**src/rtl/alu_flag_ctrl.sv**
```systemverilog
// alu_flag_ctrl: architectural {Z,V,N} flag register for the pipelined core.
// Decides per EX opcode which flag bits the ALU may update, forwards in-flight
// EX flags to the ID-stage branch resolver, evaluates the branch condition and
// tracks the sticky halt state.
module alu_flag_ctrl (
    input  logic       clk,
    input  logic       rst,
    input  logic       ex_valid,
    input  logic [3:0] ex_opcode,
    input  logic [2:0] alu_flags,
    input  logic       stall_ex,
    input  logic       flush_ex,
    input  logic       br_valid,
    input  logic [2:0] br_cond,
    output logic [2:0] flags_q,
    output logic       br_taken,
    output logic       halted
);

    // Flag vectors are packed {Z,V,N}.
    localparam int unsigned FLAG_Z = 2;
    localparam int unsigned FLAG_V = 1;
    localparam int unsigned FLAG_N = 0;

    typedef enum logic [3:0] {
        OP_ADD    = 4'h0,
        OP_SUB    = 4'h1,
        OP_XOR    = 4'h2,
        OP_RED    = 4'h3,
        OP_SLL    = 4'h4,
        OP_SRA    = 4'h5,
        OP_ROR    = 4'h6,
        OP_PADDSB = 4'h7,
        OP_LW     = 4'h8,
        OP_SW     = 4'h9,
        OP_LLB    = 4'hA,
        OP_LHB    = 4'hB,
        OP_B      = 4'hC,
        OP_BR     = 4'hD,
        OP_PCS    = 4'hE,
        OP_HLT    = 4'hF
    } opcode_e;

    typedef enum logic [2:0] {
        CC_NE = 3'b000,
        CC_EQ = 3'b001,
        CC_GT = 3'b010,
        CC_LT = 3'b011,
        CC_GE = 3'b100,
        CC_LE = 3'b101,
        CC_OV = 3'b110,
        CC_UN = 3'b111
    } cond_e;

    logic [2:0] mask;
    logic       commit;
    logic       fwd_en;
    logic [2:0] eff;
    logic       cond_met;

    // Which flag bits the EX opcode is allowed to write.
    always_comb begin
        // NOTE: every always_comb output gets a default first, so no path leaves it unassigned and no latch is inferred.
        mask = 3'b000;
        unique case (opcode_e'(ex_opcode))
            OP_ADD, OP_SUB:                 mask = 3'b111;
            OP_XOR, OP_SLL, OP_SRA, OP_ROR: mask = 3'b100;
            default:                        mask = 3'b000;
        endcase
    end

    // A squashed, stalled or post-halt instruction never reaches the register.
    assign commit = ex_valid & ~stall_ex & ~flush_ex & ~halted;

    // Forwarding ignores the stall: the held EX instruction still precedes ID.
    assign fwd_en = ex_valid & ~flush_ex & ~halted;

    // Per bit, take the in-flight ALU flag where it will eventually be written.
    assign eff = ({3{fwd_en}} & mask & alu_flags) | (~({3{fwd_en}} & mask) & flags_q);

    // Branch condition on the effective flags.
    always_comb begin
        cond_met = 1'b0;
        unique case (cond_e'(br_cond))
            CC_NE: cond_met = ~eff[FLAG_Z];
            CC_EQ: cond_met =  eff[FLAG_Z];
            CC_GT: cond_met = ~eff[FLAG_Z] & ~eff[FLAG_N];
            CC_LT: cond_met =  eff[FLAG_N];
            CC_GE: cond_met =  eff[FLAG_Z] | (~eff[FLAG_Z] & ~eff[FLAG_N]);
            CC_LE: cond_met =  eff[FLAG_N] | eff[FLAG_Z];
            CC_OV: cond_met =  eff[FLAG_V];
            CC_UN: cond_met =  1'b1;
            default: cond_met = 1'b0;
        endcase
    end

    assign br_taken = br_valid & cond_met;

    // Flag register and sticky halt; reset wins over everything.
    always_ff @(posedge clk) begin
        // NOTE: registered state uses non-blocking assignments so every flop samples pre-edge values.
        if (rst) begin
            flags_q <= 3'b000;
            halted  <= 1'b0;
        end else if (commit) begin
            flags_q <= (flags_q & ~mask) | (alu_flags & mask);
            if (opcode_e'(ex_opcode) == OP_HLT)
                halted <= 1'b1;
        end
    end

endmodule

```
**config.mk**
```make
export PLATFORM = sky130hd
export DESIGN_NAME = alu_flag_ctrl
export DESIGN_NICKNAME = d
export VERILOG_FILES = /design/src/rtl/alu_flag_ctrl.sv
export SDC_FILE = /design/constraint.sdc
export NUM_CORES = 1
export LEC_CHECK = 0
export CORE_AREA = 2 2 39 41
export CTS_CLUSTER_SIZE = 20
export DETAILED_ROUTE_END_ITERATION = 8
export DIE_AREA = 0 0 41 43
export HOLD_SLACK_MARGIN = 0.1
export PLACE_DENSITY = 0.57
export RECOVER_POWER = 25
export REMOVE_ABC_BUFFERS = 1
export SYNTH_ARGS = -nofsm -noshare
export SYNTH_HDL_FRONTEND = slang
export SYNTH_SLANG_ARGS = --single-unit
```
**constraint.sdc**
```tcl
create_clock -name clk -period 2 [get_ports clk]
set_clock_uncertainty 0.05 [all_clocks]
set_input_delay 0.3 -clock clk [delete_from_list [all_inputs] [get_ports clk]]
set_output_delay 0.3 -clock clk [all_outputs]
set_load 0.01 [all_outputs]
```
==> results.tsv <==
metric	value	unit
layout_commonest_cell	clkdlybuf4s50_1	
path_clk_slew	30	ps
num_vias	421	
critical_path_peak_fanout	4	
final_cell_mix	16 x clkdlybuf4s50_1, 9 x nor2_1, 6 x buf_4	
reg2reg_slack	310	ps
insertedDiodeCount	0	
fill_cells	148	
core_region_area	0.00138	mm²
finalSetupViolCount	1	
hold_buffers	0	
io_pins	21	
yosysWarnings	0	
use_met3	0.0314	
cts_sinks	4	
place_congestion	0.756	
violations	setup timing	
cts_tree	built	
status	finished, violations left	
initial_core_util	0.233	
use_met2	0.181	
postSynthAreaPerCell	7.87	µm²
grt.total_usage	0.124	
clockBufferDepth	2	
synthArstFlopShare	0	
use_met1	0.153	
drc	0	
yosysUniqueCellTypes	22	
maxSlewViolCount	0	
end_kind	output port	
worst_pin_slew	293	ps
yosysSeqAreaShare	0.248	
fp.dieW	41	µm
post-cts-setup-buffers	0	
ant_nets	0	
vias_per_cell	4.90	
ys.flop_type	dfxtp_1	
crit_start	flush_ex	
io_buffer_count	20	
multi_input_area	268	µm²
synthesis.area	323	µm²
stdcell_count	86	
critPathArrivalTime	1810	ps
drt_pass1_iterations	2	
power_density	399	mW/mm²
worstHoldPathCells	2	
die_area	0.00176	mm²
max_freq	463	MHz
path_class	in2out	
r2r-start	halted	
hold_violations	0	
dpl.cell_count	83	
fin_crit_sh	1.08	
htree_levels	1	
synth_seq_cells	4	
cp.required	1650	ps
finalNetCount	88	
grt_max_degree	6	
ff_latch_area	81.3	µm²
r2r.worst_path.cells	5	
post-route-min-period	2160	ps
drive_gt1_frac	0.286	
clkLatencyLatePin	230	ps
area_growth	96.9	%
cts-root-buf	clkbuf_4	
hpwlAfterDp	759	µm
fin_ws	-162	ps
gr-max-usage-layer	met2	
synth-edff-count	0	
drt_wl_total	918	µm
hp-class	reg2reg	
grt_pass1_vias	416	
postSynthCellCount	41	
leakage	0.000235	µW
slew_headroom	0.804	
maxCapViolations	0	
grt.overflow.total	0	
core.rowCount	14	
grt_pass1_wl	1520	µm
rsz0062_at_grt	yes	
antenna_found_initial	0	
cts_buffers	3	
critPathLaunchType	primary input	
peakVddDrop	0.244	mV
die_h	43	µm
wire_per_inst	10.7	µm
fin_hold_ws	471	ps
drt_iter0_markers	2	
[what timing repair did]
item	4_1_cts	5_1_grt
setup endpoints to repair	1	1
resized for setup	11	3
pin swaps	4	2
[final cells by class]
| class | count | area share |
|---|---|---|
| timing repair buffer | 26 | 0.372 |
| inverter | 2 | 0.0118 |
| tap | 16 | 0.0315 |
| clock buffer | 3 | 0.0354 |
| multi-input combinational | 35 | 0.421 |
| sequential | 4 | 0.128 |
[report_power, final]
group | internal [µW] | leakage [µW] | switching [µW]
clock network | 66.9 | 0.0000138 | 30.7
registers | 81.1 | 0.0000328 | 0.795
logic | 44.7 | 0.000189 | 29.2
total | 193 | 0.000235 | 60.7
[critical path: stages]
cell	delay, ps
dlygate4sd2_1	280
or4b_4	550
o21ai_4	180
a41o_1	170
a41oi_1	40
a31oi_1	150
buf_2	150
[cell usage after synthesis, types with 2 or more instances]
master   number  area (µm²)
mux2i_1       4        40.0
a31oi_1       2        12.5
nand2_1       2        7.51
inv_1         2        7.51
nor3_1        2        10.0
nor2_1        9        33.8
nand3_1       2        10.0
dfxtp_1       4        80.1
[logic make-up (layout without fill, tap and decap cells)]
kind of cell | Yosys count | count (layout) | share of synthesized area
buffers and inverters | 2 | 31 | 0.0233
muxes | 4 | 4 | 0.124
and+or+nand+nor | 20 | 20 | 0.357
DFF | 4 | 4 | 0.248
AOI/OAI and AO/OA | 11 | 11 | 0.248
[how the worst max path moves through the flow]
stage,slack (ps),depth (start not counted),end
global route,-250,6,br_taken
detailed placement,-810,7,br_taken
floorplan,90,5,br_taken
global placement,-790,7,br_taken
CTS,-210,6,br_taken
finish,-160,7,br_taken
[stage by stage]
stage / setup slack [ps] / power [µW] / utilization / instance area, µm² / TNS, ps
global placement: -789 / 156 / 0.425 / 588 / -1010
CTS: -209 / 259 / 0.450 / 623 / -209
floorplan: 90.7 / 105 / - / 323 / 0
global route: -248 / 275 / 0.459 / 636 / -248
finish: -162 / 253 / 0.459 / 636 / -162
detailed placement: -811 / 156 / 0.425 / 588 / -1030
[layer usage]
metal,part of all wire,routed length [µm]
met4,0,0
met3,0.061,56
met5,0,0
met1,0.45,409
met2,0.49,452
Power figures use the tool's default switching activity.
